### config.mk
export PLATFORM = sky130hd
export DESIGN_NAME = multicycle_ctrl
export DESIGN_NICKNAME = d
export VERILOG_FILES = /design/src/rtl/multicycle_ctrl.sv
export SDC_FILE = /design/constraint.sdc
export NUM_CORES = 1
export LEC_CHECK = 0
export ABC_AREA = 1
export CAP_MARGIN = 20
export CORE_ASPECT_RATIO = 1.2
export CORE_MARGIN = 1.5
export CORE_UTILIZATION = 25
export CTS_CLUSTER_DIAMETER = 100
export CTS_CLUSTER_SIZE = 28
export DETAILED_ROUTE_END_ITERATION = 8
export RECOVER_POWER = 50
export SLEW_MARGIN = 15
export SYNTH_ARGS = -nofsm -noshare
export SYNTH_HDL_FRONTEND = slang
export SYNTH_SLANG_ARGS = --single-unit
### constraint.sdc
create_clock -name clk -period 1.75 [get_ports clk]
set_input_delay 0.175 -clock clk [delete_from_list [all_inputs] [get_ports clk]]
set_output_delay 0.175 -clock clk [all_outputs]
set_load 0.05 [all_outputs]
### src/rtl/multicycle_ctrl.sv
// -----------------------------------------------------------------------------
// multicycle_ctrl
//
// Purpose:
//   Finite-state sequencer for a multicycle MIPS-subset datapath. A single ALU
//   and a single memory port are shared across cycles, so every instruction is
//   walked through 3-5 states (plus memory wait cycles). The block decodes
//   per-cycle enables and mux selects from the registered state, counts
//   retired instructions and keeps a sticky fault flag for illegal
//   instructions and memory-handshake timeouts.
//
// Parameters:
//   TIMEOUT - maximum cycles spent waiting on mem_ready in one memory state
//   CNT_W   - width of instr_count
//
// Ports:
//   clk, rst          - clock (rising edge) and asynchronous active-low reset
//   opcode, funct     - instruction fields from the instruction register
//   zero              - ALU zero flag (branch decision)
//   mem_ready         - memory completes the current access this cycle
//   pc_write, pc_src  - PC load strobe and PC source select
//   iord              - memory address select (0 = PC, 1 = ALU result)
//   mem_read/mem_write- memory strobes
//   ir_write          - instruction register load strobe
//   reg_write         - register file write enable
//   reg_dst           - write register select (0 = rt, 1 = rd)
//   mem_to_reg        - write data select (0 = ALU, 1 = memory)
//   alu_src_a/b       - ALU operand selects
//   alu_ctrl          - ALU operation (add/sub/and/or)
//   state             - current state encoding (debug)
//   instr_count       - retired-instruction counter (wraps)
//   fault             - sticky illegal-instruction / memory-timeout flag
// -----------------------------------------------------------------------------
module multicycle_ctrl #(
  parameter int unsigned TIMEOUT = 255,
  parameter int unsigned CNT_W   = 32
) (
  input  logic             clk,
  input  logic             rst,
  input  logic [5:0]       opcode,
  input  logic [5:0]       funct,
  input  logic             zero,
  input  logic             mem_ready,
  output logic             pc_write,
  output logic [1:0]       pc_src,
  output logic             iord,
  output logic             mem_read,
  output logic             mem_write,
  output logic             ir_write,
  output logic             reg_write,
  output logic             reg_dst,
  output logic             mem_to_reg,
  output logic             alu_src_a,
  output logic [1:0]       alu_src_b,
  output logic [1:0]       alu_ctrl,
  output logic [3:0]       state,
  output logic [CNT_W-1:0] instr_count,
  output logic             fault
);

  // The wait counter only ever holds 0..TIMEOUT-1; reaching TIMEOUT is
  // detected one step early and the counter clears instead of storing it.
  localparam int unsigned WAIT_W = (TIMEOUT < 2) ? 1 : $clog2(TIMEOUT);
  localparam logic [WAIT_W-1:0] WAIT_LAST = WAIT_W'(TIMEOUT - 1);

  localparam logic [5:0] OP_RTYPE = 6'h00;
  localparam logic [5:0] OP_J     = 6'h02;
  localparam logic [5:0] OP_BEQ   = 6'h04;
  localparam logic [5:0] OP_ADDI  = 6'h08;
  localparam logic [5:0] OP_LW    = 6'h23;
  localparam logic [5:0] OP_SW    = 6'h2B;

  localparam logic [5:0] FN_ADD = 6'h20;
  localparam logic [5:0] FN_SUB = 6'h22;
  localparam logic [5:0] FN_AND = 6'h24;
  localparam logic [5:0] FN_OR  = 6'h25;

  localparam logic [1:0] ALU_ADD = 2'b00;
  localparam logic [1:0] ALU_SUB = 2'b01;
  localparam logic [1:0] ALU_AND = 2'b10;
  localparam logic [1:0] ALU_OR  = 2'b11;

  localparam logic [1:0] SRCB_REG  = 2'b00;
  localparam logic [1:0] SRCB_FOUR = 2'b01;
  localparam logic [1:0] SRCB_IMM  = 2'b10;
  localparam logic [1:0] SRCB_IMM2 = 2'b11;

  localparam logic [1:0] PC_ALU    = 2'b00;
  localparam logic [1:0] PC_BRANCH = 2'b01;
  localparam logic [1:0] PC_JUMP   = 2'b10;

  typedef enum logic [3:0] {
    S_FETCH    = 4'd0,
    S_DECODE   = 4'd1,
    S_MEMADDR  = 4'd2,
    S_MEMREAD  = 4'd3,
    S_MEMWB    = 4'd4,
    S_MEMWRITE = 4'd5,
    S_EXEC     = 4'd6,
    S_RWB      = 4'd7,
    S_BRANCH   = 4'd8,
    S_JUMP     = 4'd9,
    S_ADDIWB   = 4'd10,
    S_ILLEGAL  = 4'd11
  } state_e;

  state_e             state_q, state_d;
  logic [WAIT_W-1:0]  wait_q, wait_d;
  logic [CNT_W-1:0]   count_q, count_d;
  logic               fault_q, fault_d;

  // Raw decode before reset gating of the strobes.
  logic       pc_write_c, mem_read_c, mem_write_c, ir_write_c, reg_write_c;
  logic       mem_state, retire, illegal_hit, timeout;

  // R-type function decode, shared by EXEC and RWB (RWB holds the ALU setup).
  logic       funct_ok;
  logic [1:0] funct_alu;

  always_comb begin
    // NOTE: every combinational output gets a default first so no path can
    // leave it unassigned and infer a latch.
    funct_ok  = 1'b1;
    funct_alu = ALU_ADD;
    case (funct)
      FN_ADD:  funct_alu = ALU_ADD;
      FN_SUB:  funct_alu = ALU_SUB;
      FN_AND:  funct_alu = ALU_AND;
      FN_OR:   funct_alu = ALU_OR;
      default: funct_ok  = 1'b0;
    endcase
  end

  // ---------------------------------------------------------------------------
  // Next-state and output decode
  // ---------------------------------------------------------------------------
  always_comb begin
    state_d     = S_FETCH;       // unlisted encodings fall back to FETCH
    pc_write_c  = 1'b0;
    pc_src      = PC_ALU;
    iord        = 1'b0;
    mem_read_c  = 1'b0;
    mem_write_c = 1'b0;
    ir_write_c  = 1'b0;
    reg_write_c = 1'b0;
    reg_dst     = 1'b0;
    mem_to_reg  = 1'b0;
    alu_src_a   = 1'b0;
    alu_src_b   = SRCB_REG;
    alu_ctrl    = ALU_ADD;
    mem_state   = 1'b0;
    retire      = 1'b0;
    illegal_hit = 1'b0;

    case (state_q)
      S_FETCH: begin
        mem_state  = 1'b1;
        mem_read_c = 1'b1;
        alu_src_b  = SRCB_FOUR;
        ir_write_c = mem_ready;
        pc_write_c = mem_ready;
        state_d    = mem_ready ? S_DECODE : S_FETCH;
      end

      S_DECODE: begin
        // Branch target is precomputed here while the opcode is decoded.
        alu_src_b = SRCB_IMM2;
        case (opcode)
          OP_LW, OP_SW, OP_ADDI: state_d = S_MEMADDR;
          OP_RTYPE:              state_d = S_EXEC;
          OP_BEQ:                state_d = S_BRANCH;
          OP_J:                  state_d = S_JUMP;
          default:               state_d = S_ILLEGAL;
        endcase
      end

      S_MEMADDR: begin
        alu_src_a = 1'b1;
        alu_src_b = SRCB_IMM;
        case (opcode)
          OP_LW:   state_d = S_MEMREAD;
          OP_SW:   state_d = S_MEMWRITE;
          OP_ADDI: state_d = S_ADDIWB;
          default: state_d = S_FETCH;
        endcase
      end

      S_MEMREAD: begin
        mem_state  = 1'b1;
        iord       = 1'b1;
        mem_read_c = 1'b1;
        alu_src_a  = 1'b1;
        alu_src_b  = SRCB_IMM;
        state_d    = mem_ready ? S_MEMWB : S_MEMREAD;
      end

      S_MEMWB: begin
        reg_write_c = 1'b1;
        mem_to_reg  = 1'b1;
        retire      = 1'b1;
        state_d     = S_FETCH;
      end

      S_MEMWRITE: begin
        mem_state   = 1'b1;
        iord        = 1'b1;
        mem_write_c = 1'b1;
        alu_src_a   = 1'b1;
        alu_src_b   = SRCB_IMM;
        retire      = mem_ready;
        state_d     = mem_ready ? S_FETCH : S_MEMWRITE;
      end

      S_EXEC: begin
        alu_src_a = 1'b1;
        alu_src_b = SRCB_REG;
        alu_ctrl  = funct_alu;
        state_d   = funct_ok ? S_RWB : S_ILLEGAL;
      end

      S_RWB: begin
        reg_write_c = 1'b1;
        reg_dst     = 1'b1;
        alu_src_a   = 1'b1;
        alu_src_b   = SRCB_REG;
        alu_ctrl    = funct_alu;
        retire      = 1'b1;
        state_d     = S_FETCH;
      end

      S_ADDIWB: begin
        reg_write_c = 1'b1;
        alu_src_a   = 1'b1;
        alu_src_b   = SRCB_IMM;
        retire      = 1'b1;
        state_d     = S_FETCH;
      end

      S_BRANCH: begin
        alu_src_a  = 1'b1;
        alu_src_b  = SRCB_REG;
        alu_ctrl   = ALU_SUB;
        pc_src     = PC_BRANCH;
        pc_write_c = zero;
        retire     = 1'b1;
        state_d    = S_FETCH;
      end

      S_JUMP: begin
        pc_src     = PC_JUMP;
        pc_write_c = 1'b1;
        retire     = 1'b1;
        state_d    = S_FETCH;
      end

      S_ILLEGAL: begin
        illegal_hit = 1'b1;
        state_d     = S_FETCH;
      end

      default: state_d = S_FETCH;
    endcase

    // A late mem_ready on the last allowed cycle wins, because timeout is
    // only raised while mem_ready is low.
    timeout = mem_state && !mem_ready && (wait_q == WAIT_LAST);
    if (timeout) begin
      state_d = S_FETCH;
    end

    // Non-memory states always hold zero, so every entry into a memory state
    // (including re-entry of FETCH after a timeout) starts from zero.
    wait_d  = (mem_state && !mem_ready && !timeout) ? wait_q + WAIT_W'(1) : '0;
    fault_d = fault_q | illegal_hit | timeout;
    count_d = retire ? count_q + CNT_W'(1) : count_q;
  end

  // ---------------------------------------------------------------------------
  // State registers
  // ---------------------------------------------------------------------------
  always_ff @(posedge clk or negedge rst) begin
    if (!rst) begin
      state_q <= S_FETCH;
      wait_q  <= '0;
      count_q <= '0;
      fault_q <= 1'b0;
    end else begin
      // NOTE: sequential state uses non-blocking assignments so every flop
      // samples the pre-edge values regardless of statement order.
      state_q <= state_d;
      wait_q  <= wait_d;
      count_q <= count_d;
      fault_q <= fault_d;
    end
  end

  // Strobes are gated by reset directly so a write in flight is withdrawn in
  // the same cycle reset falls, not at the next edge.
  assign pc_write    = pc_write_c  & rst;
  assign mem_read    = mem_read_c  & rst;
  assign mem_write   = mem_write_c & rst;
  assign ir_write    = ir_write_c  & rst;
  assign reg_write   = reg_write_c & rst;

  assign state       = state_q;
  assign instr_count = count_q;
  assign fault       = fault_q;

endmodule

* Word-level counts from Yosys, hierarchy flattened
Cells that the tools add are included.
** Word-level totals
- Bits in registers :: 45
- Input port bits :: 16
- Output and inout port bits :: 52
- Word-level logic and storage cells :: 77
** Operators by class
- Eq/ne operators :: 21
- Reductions and logical operators :: 17
- Multiplexer cells :: 26
- Bitwise operators :: 7
- Add/sub/neg operators :: 2
** Operator list (count)
- $eq A6 B6 Y1 const B :: 6
- $add A32 B1 Y32 const B :: 1
- $pmux W4 S6 :: 1
- $eq A4 B3 Y1 const B :: 4
- $eq A4 B4 Y1 const B :: 4
- $pmux W4 S4 :: 1
- $mux W1 :: 12
- $pmux W2 S3 :: 2
- $pmux W4 S3 :: 1
- $reduce_or A3 Y1 :: 3
- $add A8 B1 Y8 const B :: 1
- $eq A4 B2 Y1 const B :: 2
- $eq A8 B8 Y1 const B :: 1
- $mux W4 :: 2
- $mux W8 :: 1
- $pmux W2 S2 :: 2
- $reduce_or A4 Y1 :: 2
- $reduce_or A7 Y1 :: 1
- $eq A6 B2 Y1 const B :: 1
- $eq A6 B3 Y1 const B :: 1
- $eq A6 B4 Y1 const B :: 1
- $logic_not A6 Y1 :: 1
- $mux W3 :: 2
- $reduce_or A2 Y1 :: 3
- other kinds (9) :: 17

* Longest topological paths before layout
Gate-level depths: netlist of the first run.
- Depth in word-level cells :: 8
- Gate-level depth with buffers :: 10
- Mapped depth without buffers :: 10

* Worst setup path after synthesis of the first run
No wires, ideal clock.
- Path type :: reg-to-output
- Start :: register state_q[3], in the netlist state[3]
- End :: output port pc_write
- Arrival time :: 2.716 ns
- Slack :: -1.141 ns
- Stages on the path, launching flop included :: 7
- Data required time :: 1.575 ns
- Buffers on the path :: 0
- Path through :: dfrtp_1 inv_1 nor2_2 inv_1 nor2_1 a21oi_1 a21oi_1
** Between the ends
- Cells in the longest elaborated chain, start to end :: 3
- Elaborated cells between the ends (all ways) :: 5
- Those cells by class :: 2 x eq/ne; 1 x mux; 1 x bitwise; 1 x reduce/logical
** Ends and longest elaborated chain
- from (decl) :: line 107 : state_e state_q, state_d;
- from (signal assigned) :: line 290 : state_q <= state_d;
- $eq A4 B4 Y1 / $logic_not A4 Y1 (equally long branches) :: line 155 : case (state_q)
- $pmux W1 S3 * :: line 155
- $and A1 B1 Y1 * :: line 299 : assign pc_write = pc_write_c & rst;
- to (decl) :: line 44 : output logic pc_write,
Mark *: on every way between the ends. The rest lies on a longest branch, timed or not.

* Worst setup path after layout of the first run
Same ends and word-level chain as after synthesis.

==> results of run 1 <==
==> how the worst min path moves through the flow <==
stage / from / end / slack [ps]
finish: fault$_DFF_PN0_ / fault$_DFF_PN0_ / 480
global route: fault$_DFF_PN0_ / fault$_DFF_PN0_ / 540
CTS: fault$_DFF_PN0_ / fault$_DFF_PN0_ / 480
detailed placement: rst / instr_count[7]$_DFFE_PN0P_ / 210
global placement: rst / instr_count[6]$_DFFE_PN0P_ / 210
floorplan: rst / fault$_DFF_PN0_ / -120
==> cells by family (layout without fill, tap and decap cells) <==
family	count (synthesis)	after routing	share of synthesized area [%]
flip-flops	45	45	36.0
buffers and inverters	69	153	9.37
AO/OA/AOI/OAI	28	28	5.09
XOR/XNOR	15	15	4.21
AND/OR/NAND/NOR	339	339	44.1
adder cells (fa/ha/maj)	3	3	1.20
==> sequential cells by signal (all words and copies together) (netlist names) <==
signal       cells
fault            1
instr_count     32
state            4
wait_q           8
==> worst reg2reg max path: stages (launching register included) <==
cell and delay, ps:
dfrtp_2 450, inv_4 50, buf_4 150, nor2_1 130
nand3_1 100, nand2_1 90, inv_2 40, nand2_4 60
buf_12 210, nand3_1 100, nand2_1 70, nand2_1 40
==> power by group <==
group / internal, mW / leakage, nW / switching [mW] / total, mW
Clock: 0.605 / 0.0799 / 0.397 / 1.00
Sequential: 1.15 / 0.606 / 0.145 / 1.30
Combinational: 1.01 / 1.32 / 1.74 / 2.75
==> per-stage QoR <==
stage	std cells	hold WS (ps)
floorplan	499	-121
global placement	727	210
detailed placement	727	214
CTS	743	481
global route	744	536
finish	744	476
==> cell usage in the layout (no fill, tap or decap), types with 3 or more instances in the layout <==
cell,n
o21ai_1,13
nor3_1,3
ha_1,3
buf_12,16
dfrtp_1,40
nor2_2,7
inv_2,7
nand3_1,29
clkbuf_16,5
inv_1,54
clkdlybuf4s50_1,15
xor2_1,13
dfrtp_2,5
buf_4,37
nand2_2,7
nor2_1,82
nor2_4,8
nand2_1,186
nand4_1,8
clkbuf_1,11
o21ai_0,3
==> layer usage <==
metal | vias up | wire (um) | share of wire, % | GRT usage [%]
met5 | - | 0 | 0 | 0
met3 | 10 | 536 | 6.1 | 2.40
met4 | 0 | 140 | 1.6 | 4.43
met2 | 121 | 4050 | 46 | 23.6
met1 | 1455 | 4120 | 47 | 18.3
li1 | 1708 | - | - | -
==> area by class of cell <==
class                           instances  area (um^2)  share of cell area (%)
Tap cell                              161          201                    4.59
Sequential cell                        45         1130                    25.8
Clock buffer                            7          153                    3.48
Multi-Input combinational cell        385         1840                    42.0
Inverter                               63          241                    5.50
Timing Repair Buffer                   82          815                    18.6
Clock inverter                          1         5.00                   0.114
==> repair_timing <==
action / 4_1_cts / 5_1_grt
hold endpoints to repair: 45 / 0
pin swaps: 2 / 0
hold buffers: 3 / 0
resized for setup: 11 / 9
endpoints found under the setup margin: 7 / 8
setup buffers: 5 / 1
==> out/results.tsv, run 1 <==
metric	value	unit
yosysTopAreaCell	dfrtp_1	
gp_congestion	0.870	
finalSetupTns	0	ps
startpoint_type	flop	
syn_area	3120	um^2
drt-total-wl	8850	um
ioPinCount	68	
crit_type	flop to output pin	
max_freq	572	MHz
timing.rr.end	instr_count[17]$_DFFE_PN0P_	
rr_startpoint	state[0]$_DFF_PN0_	
route.detailed.drc	0	
synth_cell_types	27	
slew_headroom	45.3	%
preCtsSetupSlack	51.8	ps
nFillCells	1287	
reg2reg_setup_slack	140	ps
holdCritPathClass	flop to flop	
synth_edf_count	0	
grt_usage	14.0	%
end_kind	output pin	
arrival	1570	ps
hold_depth	2	
drt-initial-drc-count	152	
gr-total-overflow	0	
maxCapViolCount	0	
ant_nets	0	
slowest_delay	430	ps
cp_top_family	flip-flops	
drv_slew	0	
io_buffer_count	67	
yosysMostFrequentCell	nand2_1	
syn_nets	518	
syn_inst	499	
fin_crit_sh	99.8	%
dr_total_vias	3294	
slowest_stage	dfrtp_2	
ys_ff_latch	45	
antenna_found_initial	0	
clock-sinks	45	
fp.dieW	105	um
critPathBufInv	3	
clk_pin_slew_worst_paths	60	ps
yosys-top-cells-count	nand2_1, nor2_1, inv_1, dfrtp_1, nand3_1	
wl_per_cell	11.9	um
die_y	125	um
cp_max_fo	4	
syn-mean-instance-area	6.26	um^2
start_util	25.7	%
async_flop_share	100	%
cts-root-buf	clkbuf_16	
final_layout_size_suffix_gt1_share	18.9	%
clk_path_buf_depth	2	
final_nets	601	
rows	44	
power_density	1150	nW/um^2
critical_path.cell_chain	inv_4 -> nor2_4 -> inv_2 -> nor2_4 -> a21oi_2 -> a21oi_4 -> buf_12	
skew	8.04	ps
cp_common_cell	nor2_4	
tightestPinTransition	818	ps
place_hpwl	6910	um
antennaDiodeCount	0	
ir_drop	1220	uV
rsz0062_at_grt	yes	
postPlaceCellArea	4140	um^2
r2r_cells	11	
setup_slack	3.05	ps
coreArea	12200	um^2
ys_seq_area_share	36.0	%
cp-endpoint	pc_write	
synth_flop_cell	dfrtp_1	
worstPathRequired	1570	ps
setup.worst_path.start	state[3]$_DFF_PN0_	
ys_warn_count	0	
htree_num_levels	2	
dieArea	13200	um^2
timing.final.hold_violations	0	
grt_max_degree	44	
netlist_top_cells_area	dfrtp_1, nand2_1, nor2_1	
areaGrowthSynthToFinish	40.5	%
synth.top_cell.area_share	36.0	%
drt-pass1-iter-count	4	
p_leak	2.00	nW
viasPerCell	4.43	
grt_pass1_vias	3175	
clk_latency	290	ps
grt_pass1_wl	15100	um
fin_util	36.1	%
finalPower	5.05	mW
path_depth	7	
setup_viol	0	
cts_buffers	5	
status	completed	
final_cell_area	4390	um^2
cts_tree	built	
period_needed	1750	ps
Note: power is estimated with default switching activity, not from simulation.
==> run 2: changes to the inputs <==
- CORE_UTILIZATION: 25 -> 36
- SETUP_SLACK_MARGIN: not set -> 0.1
- clock period: 1.75 -> 1.9 ns (I/O delays scaled with it)
==> run 2 against run 1 <==
  * Die area is 30% lower
  * Setup slack better by 97 ps
  * Wire length is 4.2% lower
  * First-iteration DRC count is 0.66% lower
  * Utilization is 13 points higher
  * Worst hold slack worse by 9.3 ps
  * Global-route usage is 5.3 points higher
  * Critical path type unchanged
==> out/results.tsv, run 2 (synthesis results as in run 1) <==
metric	value	unit	change
status	completed		unchanged
comb_power_share	55.8	%	was 54.4%
period_needed	1800	ps	
seqPwrFrac	29.2	%	was 25.7%
place_hpwl	6630	um	was 6910 um
startpoint_type	flop		unchanged
skew	6.48	ps	was 8.04 ps
grt_pass1_wl	14200	um	was 15100 um
antennaDiodeCount	0		unchanged
rr_startpoint	instr_count[13]$_DFFE_PN0P_		was state[0]$_DFF_PN0_
worstPathRequired	1710	ps	was 1570 ps
clk_pin_slew_worst_paths	80	ps	was 60 ps
largest_reg_flops	32		unchanged
slew_headroom	33.0	%	was 45.3%
ir_drop	390	uV	was 1220 uV
drt-pass1-iter-count	7		was 4
hold_ws	466	ps	was 476 ps
dr_total_vias	3285		was 3294
timing.rr.end	instr_count[25]$_DFFE_PN0P_		was instr_count[17]$_DFFE_PN0P_
arrival	1610	ps	was 1570 ps
final_nets	595		was 601
power_density	990	nW/um^2	was 1150 nW/um^2
drt-total-wl	8480	um	was 8850 um
clk_latency	300	ps	was 290 ps
rsz0062_at_grt	yes		unchanged
drv_slew	0		unchanged
route.detailed.drc	0		unchanged
cp-endpoint	pc_write		unchanged
fin_crit_sh	94.7	%	
grt_usage	19.3	%	was 14.0%
cp_max_fo	5		was 4
p_sw_share	48.3	%	was 45.2%
switchingPower	1.98	mW	was 2.28 mW
setup_viol	0		unchanged
final_layout_size_suffix_gt1_share	11.3	%	was 18.9%
grt_max_degree	28		was 44
cts-root-buf	clkbuf_8		was clkbuf_16
holdCritPathClass	flop to flop		unchanged
clk_path_buf_depth	2		unchanged
p_int	2.12	mW	was 2.76 mW
cts_tree	built		unchanged
slowest_delay	450	ps	was 430 ps
clock-sinks	45		unchanged
gp_congestion	0.894		was 0.870
layout_common_cells	nand2_1, nor2_1, inv_1		unchanged
viasPerCell	4.74		was 4.43
ant_nets	0		unchanged
ioPinCount	68		unchanged
end_kind	output pin		unchanged
timing.final.hold_violations	0		unchanged
r2r_cells	9		was 11
rows	37		was 44
final_common_cell	nand2_1		unchanged
grt_pass1_vias	3040		was 3175
start_util	36.7	%	was 25.7%
setup.worst_path.start	state[0]$_DFF_PN0_		was state[3]$_DFF_PN0_
p_leak	1.89	nW	was 2.00 nW
slowest_stage	dfrtp_2		unchanged
gr-total-overflow	0		unchanged
fp.dieW	88.0	um	was 105 um
antenna_found_initial	0		unchanged
wl_per_cell	12.2	um	was 11.9 um
critical_path.cell_chain	inv_2 -> nand2_1 -> nor2_4 -> a21oi_1 -> a21oi_4 -> buf_12		was inv_4 -> nor2_4 -> inv_2 -> nor2_4 -> a21oi_2 -> a21oi_4 -> buf_12
coreArea	8520	um^2	was 12200 um^2
dp.cells	682		was 727
cts_buffers	5		unchanged
reg2reg_setup_slack	270	ps	was 140 ps
tightestPinTransition	1000	ps	was 818 ps
die_y	105	um	was 125 um
dieArea	9250	um^2	was 13200 um^2
final-instance-count-excl-fill	693		was 744
htree_num_levels	2		unchanged
maxCapViolCount	0		unchanged
crit_type	flop to output pin		unchanged
areaGrowthSynthToFinish	32.6	%	was 40.5%
io_buffer_count	67		unchanged
drt-initial-drc-count	151		was 152
max_freq	556	MHz	
pwr-share-clk	15.0	%	was 19.8%
==> run 2: per-layer routing <==
layer	wire [um]	part of all wire, %	global-route usage [%]	vias to the layer above
met5	0	0	0	-
met4	166	2.0	6.81	0
met3	494	5.8	3.24	14
met2	3730	44	29.5	93
met1	4100	48	27.3	1483
li1	-	-	-	1695
==> run 2: power groups by stage <==
stage / logic (mW) / registers [mW] / clock network [mW]
floorplan: 1.26 / 1.46 / 0
CTS: 2.30 / 1.19 / 0.634
detailed placement: 2.25 / 1.22 / 0
global placement: 2.25 / 1.22 / 0
finish: 2.29 / 1.20 / 0.615
global route: 2.47 / 1.21 / 0.674
==> run 2: worst min-delay path by stage <==
stage | from | to | slack, ps | depth (start not counted)
floorplan | rst | fault$_DFF_PN0_ | -110 | 0
global placement | rst | instr_count[6]$_DFFE_PN0P_ | 200 | 2
detailed placement | rst | instr_count[6]$_DFFE_PN0P_ | 200 | 2
CTS | fault$_DFF_PN0_ | fault$_DFF_PN0_ | 470 | 2
global route | fault$_DFF_PN0_ | fault$_DFF_PN0_ | 510 | 2
finish | fault$_DFF_PN0_ | fault$_DFF_PN0_ | 470 | 2
==> run 2: cell type report <==
type                    count  area (um^2)
flip-flops and latches     45         1130
well taps                 117          146
inverters                  63          236
clock buffers               7         86.3
repair buffers             76          733
fillers                   918         4380
multi-input cells         385         1810
==> run 2: stage by stage <==
stage / utilization (%) / cell area [um^2] / setup slack, ps / power, mW / TNS (ps)
4_1_cts: 50.0 / 4260 / 51.6 / 4.13 / 0
3_5_place_dp: 48.4 / 4120 / 124 / 3.48 / 0
6_report: 48.6 / 4140 / 100 / 4.10 / 0
3_3_place_gp: 48.4 / 4120 / 211 / 3.47 / 0
2_1_floorplan: - / 3200 / -66.8 / 2.72 / -66.8
5_1_grt: 48.6 / 4140 / 7.73 / 4.35 / 0
==> run 2: repair_timing <==
| action | 4_1_cts | 5_1_grt |
|---|---|---|
| pin swaps | 1 | 2 |
| hold buffers | 3 | 0 |
| endpoints found under the setup margin | 15 | 45 |
| hold endpoints to repair | 45 | 0 |
| buffers inserted | 2 | 0 |
| gates resized for setup | 10 | 26 |
==> run 2: worst max-delay path, delay by kind of cell, from the launching register on <==
| kind | cells | cell delay, ps |
|---|---|---|
| AO/OA/AOI/OAI | 2 | 260 |
| buffers and inverters | 2 | 270 |
| flip-flops | 1 | 450 |
| AND/OR/NAND/NOR | 2 | 330 |
